## src/rtl/syscall_read_int_if.sv

```systemverilog
// syscall_read_int_if: request, console byte handshake and result signals of the read-int syscall parser
interface syscall_read_int_if #(
   parameter int WIDTH = 32
) ();
   logic             start;
   logic             char_valid;
   logic [7:0]       char_data;
   logic             char_ready;
   logic             busy;
   logic             done;
   logic [WIDTH-1:0] rd;
   logic             err;
   modport master (output start, char_valid, char_data, input char_ready, busy, done, rd, err);
   modport slave  (input start, char_valid, char_data, output char_ready, busy, done, rd, err);
endinterface

```

## src/rtl/syscall_read_int.sv

```systemverilog
// syscall_read_int: parses an optionally signed decimal integer from the console byte stream and returns it saturated to WIDTH bits
module syscall_read_int #(
   parameter int WIDTH     = 32,
   parameter int MAX_CHARS = 16
) (
   input logic               clk,
   input logic               reset,
   syscall_read_int_if.slave bus
);
   localparam int CW = $clog2(MAX_CHARS + 1);
   localparam int AW = WIDTH + 4;
   localparam logic [AW-1:0] MIN_MAG = AW'(1) << (WIDTH - 1);
   typedef enum logic [2:0] {IDLE, SKIP, SIGN, DIGITS, FIN} state_e;
   state_e           state_q, state_d;
   logic [WIDTH-1:0] acc_q, acc_d;
   logic [WIDTH-1:0] res_q, res_d;
   logic [WIDTH-1:0] rd_q, rd_d;
   logic [CW-1:0]    cnt_q, cnt_d;
   logic             neg_q, neg_d;
   logic             ovf_q, ovf_d;
   logic             perr_q, perr_d;
   logic             err_q, err_d;
   logic             done_q, done_d;
   logic             busy_q, busy_d;
   logic             ready_q, ready_d;
   logic             accept, is_digit, is_blank, is_term, is_sign, fail, dig_ovf;
   logic [AW-1:0]    lim, sum;
   logic [WIDTH-1:0] acc_dig, signed_acc;
   assign accept     = bus.char_valid && ready_q;
   assign is_digit   = bus.char_data >= 8'h30 && bus.char_data <= 8'h39;
   assign is_blank   = bus.char_data == 8'h20 || bus.char_data == 8'h09;
   assign is_term    = bus.char_data == 8'h0a || bus.char_data == 8'h0d || bus.char_data == 8'h20;
   assign is_sign    = bus.char_data == 8'h2d || bus.char_data == 8'h2b;
   // a negative number may reach one more than the positive limit
   assign lim        = neg_q ? MIN_MAG : MIN_MAG - AW'(1);
   assign sum        = (AW'(acc_q) << 3) + (AW'(acc_q) << 1) + AW'(bus.char_data[3:0]);
   assign dig_ovf    = ovf_q || sum > lim;
   assign acc_dig    = dig_ovf ? lim[WIDTH-1:0] : sum[WIDTH-1:0];
   assign signed_acc = neg_q ? -acc_q : acc_q;
   always_comb begin
      state_d = state_q;
      acc_d   = acc_q;
      neg_d   = neg_q;
      ovf_d   = ovf_q;
      cnt_d   = cnt_q;
      res_d   = res_q;
      perr_d  = perr_q;
      rd_d    = rd_q;
      err_d   = err_q;
      done_d  = 1'b0;
      fail    = 1'b0;
      case (state_q)
         IDLE: if (bus.start) begin
            state_d = SKIP;
            acc_d   = '0;
            neg_d   = 1'b0;
            ovf_d   = 1'b0;
            cnt_d   = '0;
         end
         SKIP: if (accept) begin
            if (is_digit) begin
               state_d = DIGITS;
               acc_d   = acc_dig;
               ovf_d   = dig_ovf;
            end else if (is_sign) begin
               state_d = SIGN;
               neg_d   = bus.char_data == 8'h2d;
            end else if (!is_blank) begin
               fail = 1'b1;
            end
         end
         SIGN: if (accept) begin
            if (is_digit) begin
               state_d = DIGITS;
               acc_d   = acc_dig;
               ovf_d   = dig_ovf;
            end else begin
               fail = 1'b1;
            end
         end
         DIGITS: if (accept) begin
            if (is_digit) begin
               acc_d = acc_dig;
               ovf_d = dig_ovf;
            end else if (is_term) begin
               state_d = FIN;
               res_d   = signed_acc;
               perr_d  = ovf_q;
            end else begin
               fail = 1'b1;
            end
         end
         FIN: begin
            state_d = IDLE;
            rd_d    = res_q;
            err_d   = perr_q;
            done_d  = 1'b1;
         end
         default: state_d = IDLE;
      endcase
      if (accept) cnt_d = cnt_q + CW'(1);
      // a byte that leaves the parse unfinished at the length limit ends the request
      if (fail || (accept && state_d != FIN && cnt_d == CW'(MAX_CHARS))) begin
         state_d = FIN;
         res_d   = '0;
         perr_d  = 1'b1;
      end
      busy_d  = state_d != IDLE;
      ready_d = state_d == SKIP || state_d == SIGN || state_d == DIGITS;
   end
   always_ff @(posedge clk) begin
      if (reset) begin
         state_q <= IDLE;
         acc_q   <= '0;
         neg_q   <= 1'b0;
         ovf_q   <= 1'b0;
         cnt_q   <= '0;
         res_q   <= '0;
         perr_q  <= 1'b0;
         rd_q    <= '0;
         err_q   <= 1'b0;
         done_q  <= 1'b0;
         busy_q  <= 1'b0;
         ready_q <= 1'b0;
      end else begin
         state_q <= state_d;
         acc_q   <= acc_d;
         neg_q   <= neg_d;
         ovf_q   <= ovf_d;
         cnt_q   <= cnt_d;
         res_q   <= res_d;
         perr_q  <= perr_d;
         rd_q    <= rd_d;
         err_q   <= err_d;
         done_q  <= done_d;
         busy_q  <= busy_d;
         ready_q <= ready_d;
      end
   end
   assign bus.char_ready = ready_q;
   assign bus.busy       = busy_q;
   assign bus.done       = done_q;
   assign bus.rd         = rd_q;
   assign bus.err        = err_q;
endmodule

```

## src/flat_wrapper.sv

```systemverilog
// flat-port wrapper written by rule: the top's interface ports become plain ports
module syscall_read_int_flat 
#(
   parameter int WIDTH     = 32,
   parameter int MAX_CHARS = 16
)
  (clk, reset, bus_start, bus_char_valid, bus_char_data, bus_char_ready, bus_busy, bus_done, bus_rd, bus_err);
  syscall_read_int_if #(.WIDTH(WIDTH)) bus_i ();
  input logic clk;
  input logic reset;
  input wire logic [$bits(bus_i.start)-1:0] bus_start;
  input wire logic [$bits(bus_i.char_valid)-1:0] bus_char_valid;
  input wire logic [$bits(bus_i.char_data)-1:0] bus_char_data;
  output wire logic [$bits(bus_i.char_ready)-1:0] bus_char_ready;
  output wire logic [$bits(bus_i.busy)-1:0] bus_busy;
  output wire logic [$bits(bus_i.done)-1:0] bus_done;
  output wire logic [$bits(bus_i.rd)-1:0] bus_rd;
  output wire logic [$bits(bus_i.err)-1:0] bus_err;
  assign bus_i.start = bus_start;
  assign bus_i.char_valid = bus_char_valid;
  assign bus_i.char_data = bus_char_data;
  assign bus_char_ready = bus_i.char_ready;
  assign bus_busy = bus_i.busy;
  assign bus_done = bus_i.done;
  assign bus_rd = bus_i.rd;
  assign bus_err = bus_i.err;
  syscall_read_int #(.WIDTH(WIDTH), .MAX_CHARS(MAX_CHARS)) u_core (.clk(clk), .reset(reset), .bus(bus_i));
endmodule
```

## config.mk

```make
export PLATFORM = sky130hd
export DESIGN_NAME = syscall_read_int_flat
export DESIGN_NICKNAME = d
export VERILOG_FILES = /design/src/rtl/syscall_read_int_if.sv /design/src/rtl/syscall_read_int.sv /design/src/flat_wrapper.sv
export SDC_FILE = /design/constraint.sdc
export NUM_CORES = 1
export LEC_CHECK = 0
export CORE_MARGIN = 5
export CORE_UTILIZATION = 61
export DETAILED_ROUTE_END_ITERATION = 10
export GPL_TIMING_DRIVEN = 0
export MAX_ROUTING_LAYER = met4
export PLACE_DENSITY = 0.82
export SYNTH_ARGS = -nofsm -noshare
export SYNTH_HDL_FRONTEND = slang
export SYNTH_SLANG_ARGS = --single-unit
```

## constraint.sdc

```tcl
create_clock -name clk -period 8.5 [get_ports clk]
set_clock_uncertainty 0.2 [all_clocks]
set_input_delay 1.275 -clock clk [delete_from_list [all_inputs] [get_ports clk]]
set_output_delay 1.275 -clock clk [all_outputs]
set_load 0.005 [all_outputs]
```

# Word-level counts from Yosys, hierarchy flattened
# Index checks and enable logic that the tools add are counted.
[op_classes]
add_sub_neg = 4
n_lt_le_gt_ge = 3
n_eq_ne = 22
mux = 45
n_bitwise = 1
reduce_logical = 25
[op_table]
columns = ["cell", "n"]
rows = [
  ["$mux 32", 6],
  ["$pmux 32 s2", 1],
  ["$add 35x33->36", 1],
  ["$add 36x4->36", 1],
  ["$gt 36x36->1", 1],
  ["$neg 32->32", 1],
  ["$mux 3", 10],
  ["$eq 8x4->1 const B", 3],
  ["$eq 8x6->1 const B", 3],
  ["$mux 1", 21],
  ["$mux 5", 3],
  ["$eq 3x2->1 const B", 4],
  ["$pmux 3 s4", 1],
  ["$reduce_and 4->1", 3],
  ["$reduce_bool 2->1", 5],
  ["$ge 8x6->1 const B", 1],
  ["$le 8x6->1 const B", 1],
  ["$logic_or 1x1->1", 8],
  ["$ne 2x1->1 const B", 4],
  ["$eq 3x1->1 const B", 2],
  ["$ne 2x2->1 const B", 3],
  ["$add 5x1->5 const B", 1],
  ["$eq 5x5->1 const B", 1],
  ["$reduce_and 5->1", 1],
  ["other kinds (10)", 14],
]
[totals]
regBits = 111
input_bits = 12
out_inout_bits = 36
word_cells = 112

# Longest topological paths before layout
[logic_depth]
word_depth = 15
ltp_mapped = 23
mapped_depth_nobuf = 21

# Least setup slack after synthesis
# OpenSTA, ideal clock, no wires.
[synth_timing]
kind = "input -> register"
startpoint = "in bus_char_data[3]"
endpoint = "reg u_core.acc_q[16]"
setup_ns = 0.122
arrival_time_ns = 6.033
required_time_ns = 8.178
slack_ns = 2.145
stages = 22
path_buffers = 2
cell_sequence = "fa_1 > fa_1 > a211oi_2 > o21ai_1 > a31oi_4 > o21ai_0 > and2_1 > nor2b_1 > o21ai_0 > xor2_1 > ha_1 > nand2_1 > nor2_1 > nor4b_1 > a21oi_1 > a221oi_1 > nand3_1 > or4_4 > and3_4 > buf_6 > buf_6 > a221o_1"
[synth_between]
elab_chain_cells = 7
[synth_lines]
columns = ["item", "line_no", "source"]
rows = [
  ["from (decl)", "flat_wrapper.sv:13", "input wire logic [$bits(bus_i.char_data)-1:0] bus_char_data;"],
  ["$add 36x4->36", "syscall_read_int.sv:36", "assign sum = (AW'(acc_q) << 3) + (AW'(acc_q) << 1) + AW'(bus.char_data[3:0]);"],
  ["$gt 36x36->1", "syscall_read_int.sv:37", "assign dig_ovf = ovf_q || sum > lim;"],
  ["$logic_or 1x1->1", "syscall_read_int.sv:37", ""],
  ["$mux 32", "syscall_read_int.sv:38", "assign acc_dig = dig_ovf ? lim[WIDTH-1:0] : sum[WIDTH-1:0];"],
  ["$mux 32", "syscall_read_int.sv:61, syscall_read_int.sv:73, syscall_read_int.sv:82", ""],
  ["$mux 32", "syscall_read_int.sv:72", "SIGN: if (accept) begin"],
  ["$pmux 32 s2", "syscall_read_int.sv:52", "case (state_q)"],
  ["to (signal assigned)", "syscall_read_int.sv:114", "acc_q <= '0;"],
  ["to (signal assigned)", "syscall_read_int.sv:127", "acc_q <= acc_d;"],
  ["to (decl)", "syscall_read_int.sv:15", "logic [WIDTH-1:0] acc_q, acc_d;"],
]
# Parallel ways exist; a longest one is shown, timed or not. The select of a mux whose other input is x is not followed.
# A chain may end at the register's enable or synchronous reset.

# Final worst setup path
[layout_timing]
startpoint = "in bus_char_data[3]"
endpoint = "reg u_core.acc_q[10]"
# The elaborated chain is that of the path after synthesis.

==> results.cfg <==
[yosys]
synth-compound-area-share = 0.251
synth-warning-count = 0
top_cell_type_by_total_area_after_synthesis = sky130_fd_sc_hd__dfxtp_1
async_reset_ff_frac = 0
synthAdderAreaFrac = 0.165
synth_area_leaders = sky130_fd_sc_hd__dfxtp_1 (29%), sky130_fd_sc_hd__ha_1 (16%), sky130_fd_sc_hd__nand2_1 (7.0%)
syn-cell-area_mm2 = 0.00759
post-synth-top-count-cell = sky130_fd_sc_hd__nand2_1
synth_mux_area_frac = 0.00396
post_synth_and_or_nand_nor_area_fraction = 0.174
ys_seq_area_frac = 0.293
synth_top_family_by_area = compound AO/OA/AOI/OAI gates
average_instance_area_after_synthesis_um2 = 8.30
postSynthRegisterBits = 111
postSynthCellCount = 914
netlist_top_cells_count = sky130_fd_sc_hd__nand2_1 (141), sky130_fd_sc_hd__dfxtp_1 (111), sky130_fd_sc_hd__ha_1 (97), sky130_fd_sc_hd__a21oi_1 (93), sky130_fd_sc_hd__nor2_1 (70)
synth_edf_count = 0
ys_dominant_reg_cell = sky130_fd_sc_hd__dfxtp_1
syn-num-nets = 1025
yosysUniqueCellTypes = 64
top_cell_type_s_share_of_synthesized_area = 0.293
synth_xor_area_frac = 0.0739

[drt]
drt-vias-per-instance = 5.94
remaining_drc_errors = 0
route.detailed.wl_per_inst_um = 15.4
ant_nets = 0
drt_pre_antenna_iters = 5
route.vias.total = 6794
postRouteWirelength_um = 17600
drt_first_iter_violations = 431

[global_routing]
grt_use_total = 0.251
grt_max_degree = 35
initial_antenna_violation_count = 0
grt-ovfl-total = 0
first_global_vias = 6359
grt_first_pass_wirelength_um = 30000

[layout]
post_route_cells_drive_above_1_share = 0.0544
multiInputGateArea_mm2 = 0.00507
num_antenna_cells = 0
final_net_count = 1081
regArea_mm2 = 0.00222
area_delta_synth_final_pct = 12.9
fillCellCount = 1048

[worst_setup_path]
worstSetupStartpointType = primary input
setup.worst_path.class = in2reg
crit_required_ps = 8540
end_kind = register
critPathArrivalTime_ps = 7300
highest_net_fanout_along_the_worst_path = 10

[power]
leakagePower_nw = 3.64
peakVddDrop_mv = 0.0900
power.density_mw_per_mm2 = 117
power_w = 0.000998

[placement]
dp_hpwl_um = 14100
placement.io_buffers = 45
finalWeightedCongestion = 0.937

[cts]
postCtsHoldBufs = 0
clock_tree.root_cell = sky130_fd_sc_hd__clkbuf_16
clk_pin_slew_ps = 70
clock_insertion_delay_worst_skew_ps = 350
postCtsSetupRepairBufs = 0
cts_num_sinks = 111
postCtsResizedCells = 0
total_cts_buffers = 9
clock_path_buffers = 2
cts_tree = done
clock_tree.htree_level_count = 3

[hold_path]
min_path_type = reg2reg

[die]
floorplan.core_area_mm2 = 0.0121
design.portCount = 48
placement_rows = 40
die_width_um = 122
die_height_um = 122
initial_core_util = 0.626
overall_die_area_mm2 = 0.0148

[sta]
rsz0062_at_grt = no
fmaxAchievable_ghz = 0.138
finalHoldViolations = 0
finalSetupViolCount = 0
slew_headroom = 0.0999
maxSlewViolCount = 0
timing.setup.tns_ps = 0
worstMarginPinSlew_ps = 1350
layout_min_cycle_time_ps = 7270
final_min_period_over_clock_period = 0.855

[status]
status = finished clean

[run]
timing.max_cap.violations = 0
-- placed cells by master, fill, tap and decap left out, types with 3 or more instances in the layout --
master,n
sky130_fd_sc_hd__a41oi_1,3
sky130_fd_sc_hd__o211ai_1,7
sky130_fd_sc_hd__o21ai_1,3
sky130_fd_sc_hd__nor2_1,70
sky130_fd_sc_hd__nand3_1,12
sky130_fd_sc_hd__a211oi_1,29
sky130_fd_sc_hd__or3_1,7
sky130_fd_sc_hd__buf_6,5
sky130_fd_sc_hd__nor3_1,11
sky130_fd_sc_hd__xnor2_1,21
sky130_fd_sc_hd__o31ai_1,14
sky130_fd_sc_hd__nor4_1,5
sky130_fd_sc_hd__a21oi_1,93
sky130_fd_sc_hd__nor2b_1,5
sky130_fd_sc_hd__o21ai_0,45
sky130_fd_sc_hd__xor2_1,43
sky130_fd_sc_hd__dfxtp_1,111
sky130_fd_sc_hd__clkbuf_16,9
sky130_fd_sc_hd__nand2b_1,5
sky130_fd_sc_hd__a21o_1,8
sky130_fd_sc_hd__a221o_1,31
sky130_fd_sc_hd__and2_1,4
sky130_fd_sc_hd__nand4_1,14
sky130_fd_sc_hd__nand2_1,141
sky130_fd_sc_hd__inv_1,17
sky130_fd_sc_hd__ha_1,97
sky130_fd_sc_hd__a31oi_1,10
sky130_fd_sc_hd__or4_1,4
sky130_fd_sc_hd__clkbuf_1,31
sky130_fd_sc_hd__o21a_1,3
sky130_fd_sc_hd__nor4b_1,3
sky130_fd_sc_hd__o221ai_1,3
sky130_fd_sc_hd__a21oi_2,5
sky130_fd_sc_hd__clkdlybuf4s50_1,45
sky130_fd_sc_hd__mux2i_1,3
sky130_fd_sc_hd__a211oi_2,4
sky130_fd_sc_hd__buf_2,9
sky130_fd_sc_hd__nand3b_1,3
-- area by class of cell --
cell class | count | area share
clock inverters | 7 | 0.0105
clock buffers | 9 | 0.0263
multi-input cells | 738 | 0.592
repair buffers | 45 | 0.0526
plain buffers | 48 | 0.0270
inverters | 17 | 0.00745
well taps | 168 | 0.0246
flip-flops and latches | 111 | 0.260
-- critical path, stage by stage --
cell	delay, ps
sky130_fd_sc_hd__clkdlybuf4s50_1	560
sky130_fd_sc_hd__fa_1	590
sky130_fd_sc_hd__fa_1	520
sky130_fd_sc_hd__a211oi_2	250
sky130_fd_sc_hd__o21ai_1	200
sky130_fd_sc_hd__a31oi_4	280
sky130_fd_sc_hd__o21ai_0	170
sky130_fd_sc_hd__and2_1	190
sky130_fd_sc_hd__nor2b_1	220
sky130_fd_sc_hd__o21ai_0	160
sky130_fd_sc_hd__xor2_1	220
sky130_fd_sc_hd__ha_1	300
sky130_fd_sc_hd__nand2_1	60
sky130_fd_sc_hd__nor2_1	150
sky130_fd_sc_hd__nor4b_1	340
sky130_fd_sc_hd__a21oi_1	130
sky130_fd_sc_hd__a221oi_1	310
sky130_fd_sc_hd__nand3_1	120
sky130_fd_sc_hd__or4_4	530
sky130_fd_sc_hd__and3_4	210
sky130_fd_sc_hd__buf_6	120
sky130_fd_sc_hd__buf_6	130
sky130_fd_sc_hd__a221o_1	270
-- registers in the layout (all words and copies together) (netlist names), 3 cells and up --
name	count
u_core.cnt_q	5
u_core.bus.rd	32
u_core.res_q	32
u_core.acc_q	32
u_core.state_q	3
-- final timing paths --
check | to | from | cells past startpoint | slack [ps]
worst min register to register | u_core.bus.rd[17]$_SDFFE_PP0P_ | u_core.bus.rd[17]$_SDFFE_PP0P_ | 2 | 250
worst max register to register | u_core.acc_q[10]$_SDFFE_PP0P_ | u_core.acc_q[0]$_SDFFE_PP0P_ | 22 | 2270
worst max-delay path | u_core.acc_q[10]$_SDFFE_PP0P_ | bus_char_data[3] | 23 | 1230
worst min-delay path | u_core.bus.rd[17]$_SDFFE_PP0P_ | u_core.bus.rd[17]$_SDFFE_PP0P_ | 2 | 250
-- metal layers --
layer / vias to the layer above / track usage / part of all wire
li1: 3486 / - / -
met3: 23 / 0.0228 / 0.044
met4: 0 / 0.0672 / 0.015
met2: 174 / 0.396 / 0.45
met1: 3111 / 0.346 / 0.49
met5: - / - / 0
-- report_power, final --
part           internal (W)  total (W)  switching [W]  leakage, nW
clock              0.000235   0.000434       0.000199        0.147
sequential         0.000521   0.000523     0.00000147        0.895
combinational     0.0000149  0.0000417      0.0000268         2.60
total              0.000771   0.000998       0.000227         3.64
-- through the flow --
step	area [µm²]	utilization	setup slack, ps	hold slack, ps	cells
floorplan	7590	-	2150	232	914
global placement	8250	0.681	1000	241	1127
detailed placement	8250	0.681	886	244	1127
CTS	8560	0.707	1240	255	1143
global route	8560	0.707	814	278	1143
finish	8560	0.707	1230	254	1143
-- cells by family (layout without fill, tap and decap cells) --
group,Yosys count,in the layout
buffers and inverters,65,126
DFF,111,111
xor gates and xnor gates,64,64
and+or+nand+nor,293,293
adders and majority gates,99,99
AOI/OAI and AO/OA,279,279
muxes,3,3
Note: power is estimated with default switching activity, not from simulation.
==> RTL change 1: new RTL, same flow settings <==
`WIDTH` is set to 32 in 3 places; all go to 64.
--- a/src/rtl/syscall_read_int_if.sv
+++ b/src/rtl/syscall_read_int_if.sv
@@ -1,6 +1,6 @@
 // syscall_read_int_if: request, console byte handshake and result signals of the read-int syscall parser
 interface syscall_read_int_if #(
-   parameter int WIDTH = 32
+   parameter int WIDTH = 64
 ) ();
    logic             start;
    logic             char_valid;
--- a/src/rtl/syscall_read_int.sv
+++ b/src/rtl/syscall_read_int.sv
@@ -1,6 +1,6 @@
 // syscall_read_int: parses an optionally signed decimal integer from the console byte stream and returns it saturated to WIDTH bits
 module syscall_read_int #(
-   parameter int WIDTH     = 32,
+   parameter int WIDTH     = 64,
    parameter int MAX_CHARS = 16
 ) (
    input logic               clk,
--- a/src/flat_wrapper.sv
+++ b/src/flat_wrapper.sv
@@ -1,7 +1,7 @@
 // flat-port wrapper written by rule: the top's interface ports become plain ports
 module syscall_read_int_flat 
 #(
-   parameter int WIDTH     = 32,
+   parameter int WIDTH     = 64,
    parameter int MAX_CHARS = 16
 )
   (clk, reset, bus_start, bus_char_valid, bus_char_data, bus_char_ready, bus_busy, bus_done, bus_rd, bus_err);
Interface: changed (resized bus_rd); port bits go from 48 to 80. No check against the original RTL was run, so the function may have changed too.
==> RTL change 1 against the original RTL <==
  * Synthesized area increased by 100%
  * Combinational power increased by 38%
  * Power increased by 100%
  * Non-clock buffer count increased by 97
  * Count of clock-buffer cells in the layout increased by 20
  * First-iteration DRC count increased to 2.9 times the old value
  * Worst setup slack got worse by 840 ps
  * Sequential cell count increased by 96
  * Die area increased by 91%
  * Wire length increased by 150%
  * Cell area increased by 100%
  * Critical endpoint is now u_core.acc_q[44]
  * Largest cell class unchanged
==> RTL change 1: results (changes against the original RTL) <==
[placed_design]
port_buffers=79  ; +76%
dp_slack_ps=-283  ; -1170 ps
dp_hpwl_um=34300  ; +140%
placed_cell_area_um2=16400  ; +99%
finalWeightedCongestion=0.993  ; +5.9%
dp_cells=2382  ; +110%

[power_and_ir_drop]
p_clk_frac=0.484  ; +0.050
p_leak_nw=7.52  ; +110%
switching_share=0.216  ; -0.0115
peakVddDrop_uv=138  ; +53%
top_power_group=registers
power_frac_seq=0.487  ; -0.037
clock_power_mw=0.968  ; +120%

[routing]
met2_length_um=19400  ; +150%
drtIter0Drc=1236  ; +190%
avgRoutedWirePerCell_um=18.0  ; +17%
viasPerCell=6.23  ; +4.8%
routed_wl_um=43500  ; +150%
wl_met1_um=19400  ; +120%
dr_wl_met3_um=3370  ; +340%
first_pass_iters=8  ; +3

[global_route]
grt_max_degree=37  ; +5.7%
grt_pass1_wl_um=70000  ; +130%
use_met2=0.475  ; +0.0790
track_usage=0.302  ; +0.0517
grt_util_met3=0.0382  ; +0.0154
use_met1=0.407  ; +0.0614
grt_pass1_vias=14000  ; +120%

[clock_network]
htree_levels=1  ; -2
cts_buffer_depth=3  ; +1
clk_latency_ps=510  ; +160 ps
cts_buffers=22  ; +13

[critical_path]
slowest_delay_ps=700  ; +110 ps
cp.arrival_ps=8330  ; +1030 ps
crit_family=compound AO/OA/AOI/OAI gates
worst_path_max_delay_cell=clkdlybuf4s50_1
cp_max_fo=10  ; unchanged

[yosys]
syn-num-nets=2185  ; +110%
synthCells=1978  ; +120%
ys_seq_area_frac=0.273  ; -0.0201
synthTopCellsByArea=dfxtp_1, ha_1, nand2_1, a21oi_1, xor2_1
yosys_warnings=0  ; unchanged
ys_async_sr_fraction=0  ; unchanged
ys_top_cells_by_count=nand2_1, a21oi_1, dfxtp_1

[cells_and_area]
layout-drive-gt1-share=0.0329  ; -0.0215
fillers=2030  ; +94%
multiInputGateArea_um2=10400  ; +100%
nets=2292  ; +110%

[sta]
tightest_slew_ps=1230  ; -115 ps

[run_status]
status=completed

[worst_hold_path]
hold_path_class=flop to flop

## RTL change 1: logic make-up (layout without fill, tap and decap cells)
group,count (synthesis),count (layout),synth area share
and+or+nand+nor,690,690,0.207
AOI/OAI and AO/OA,575,575,0.240
DFF,207,207,0.273
adders and majority gates,195,195,0.162
buffers and inverters,187,306,0.0464
xor gates and xnor gates,118,118,0.0681
muxes,6,6,0.00404
## RTL change 1: cell type report
type / instances / area share
clock buffers: 29 / 0.0366
plain buffers: 107 / 0.0235
well taps: 324 / 0.0236
flip-flops and latches: 207 / 0.242
repair buffers: 83 / 0.0486
multi-input cells: 1584 / 0.603
clock inverters: 7 / 0.00547
inverters: 80 / 0.0175
## RTL change 1: final timing paths
check	start	endpoint	slack, ps	cells past startpoint
worst max-delay path	bus_char_data[2]	u_core.acc_q[44]	390	27
worst min-delay path	u_core.res_q[57]	u_core.bus.rd[57]	250	2
worst max register to register	u_core.acc_q[2]	u_core.acc_q[44]	1290	25
worst min register to register	u_core.res_q[57]	u_core.bus.rd[57]	250	2
==> RTL change 2: new RTL, config.mk and constraints unchanged <==
Made on the original files. Re-encode `state_e` (5 states) as one-hot, 5 bits wide.
--- a/src/rtl/syscall_read_int.sv
+++ b/src/rtl/syscall_read_int.sv
@@ -10,7 +10,7 @@
    localparam int CW = $clog2(MAX_CHARS + 1);
    localparam int AW = WIDTH + 4;
    localparam logic [AW-1:0] MIN_MAG = AW'(1) << (WIDTH - 1);
-   typedef enum logic [2:0] {IDLE, SKIP, SIGN, DIGITS, FIN} state_e;
+   typedef enum logic [4:0] {IDLE = 5'b00001, SKIP = 5'b00010, SIGN = 5'b00100, DIGITS = 5'b01000, FIN = 5'b10000} state_e;
    state_e           state_q, state_d;
    logic [WIDTH-1:0] acc_q, acc_d;
    logic [WIDTH-1:0] res_q, res_d;
Check against the original RTL: no difference found for any inputs over 4 cycles, from zero or initial values and one cycle with reset high; so few cycles prove little.
==> RTL change 2 against the original RTL <==
  * Synthesized area increased by 10%
  * Worst setup slack got worse by 95 ps
  * Cell area grew 13%
  * Wire length rose by 22%
  * Synthesized cell count rose by 14%
  * Power grew 34%
  * Sequential cell count grew 2
  * Hold slack got worse by 3.4 ps
  * Utilization increased by 1.6 points
  * Highest routed layer unchanged
==> RTL change 2: results (changes against the original RTL) <==
[run_status]
status=completed

[critical_path]
cp.arrival_ps=7450  ; +150 ps
worstSetupEndpoint=u_core.acc_q[22]
crit_family=compound AO/OA/AOI/OAI gates
reg2reg_slack_ps=2050  ; -220 ps
rr_startpoint=u_core.acc_q[2]
r2r_cells=20  ; -9.1%

[clock_network]
cts_buffers=17  ; +8
htree_levels=4  ; +1
clk_latency_ps=420  ; +70 ps

[global_route]
grt_max_degree=37  ; +5.7%
use_met2=0.443  ; +0.0471
grt_pass1_vias=7289  ; +15%
track_usage=0.273  ; +0.0227
use_met1=0.357  ; +0.0109
grt_pass1_wl_um=35400  ; +18%

[placed_design]
port_buffers=47  ; +4.4%
finalWeightedCongestion=0.974  ; +3.9%
dp_hpwl_um=16400  ; +16%
dp_cells=1266  ; +12%
placed_cell_area_um2=9050  ; +9.7%

[cells_and_area]
nets=1220  ; +13%
layout-drive-gt1-share=0.0954  ; +0.0410

[yosys]
synthTopCellsByArea=dfxtp_1, ha_1, nand2_1, a21oi_1, xor2_1
yosys.area_share.xor_xnor=0.0524  ; -0.0215
ys_seq_area_frac=0.271  ; -0.0223
ys_top_cells_by_count=nand2_1, dfxtp_1, a21oi_1
yosysUniqueCellTypes=83  ; +30%
synthCells=1043  ; +14%

[worst_hold_path]
holdPathEnd=u_core.res_q[22]
hold_path_class=flop to flop
hold_start=u_core.res_q[22]

[power_and_ir_drop]
power_switching_mw=0.312  ; +37%
p_leak_nw=4.28  ; +17%
power_frac_seq=0.406  ; -0.118
comb-power_mw=0.0774  ; +86%

[routing]
vias=7896  ; +16%
wl_met1_um=9760  ; +12%
avgRoutedWirePerCell_um=16.6  ; +7.3%
met2_length_um=10100  ; +28%
viasPerCell=6.08  ; +2.3%

[sta]
tightest_slew_ps=1140  ; -210 ps

-- RTL change 2: cell count changes after synthesis, moves of 10 or more --
| cell | delta |
|---|---|
| o211ai_1 | +10 |
| and3_1 | +10 |
| a21oi_1 | +14 |
| inv_1 | +31 |
| a211oi_1 | -12 |
| nor2_1 | -10 |
| a221o_1 | -25 |
| o211ai_2 | +17 |
| nand3_1 | +14 |
| nand2_1 | +32 |
| xor2_1 | -12 |
-- RTL change 2: final cells by class --
| class | instances | area, um2 |
|---|---|---|
| clock buffers | 19 | 433 |
| fillers | 1043 | 3700 |
| flip-flops and latches | 113 | 2260 |
| repair buffers | 47 | 470 |
| multi-input cells | 837 | 5700 |
| plain buffers | 45 | 215 |
| well taps | 176 | 220 |
| clock inverters | 13 | 163 |
| inverters | 48 | 180 |
-- RTL change 2: per-stage QoR --
stage               power (mW)  hold slack [ps]  worst slack [ps]
floorplan                0.600              232              2140
global placement         0.624              240               802
detailed placement       0.627              246               726
CTS                       1.33              252              1170
global route              1.37              272               807
finish                    1.33              250              1140
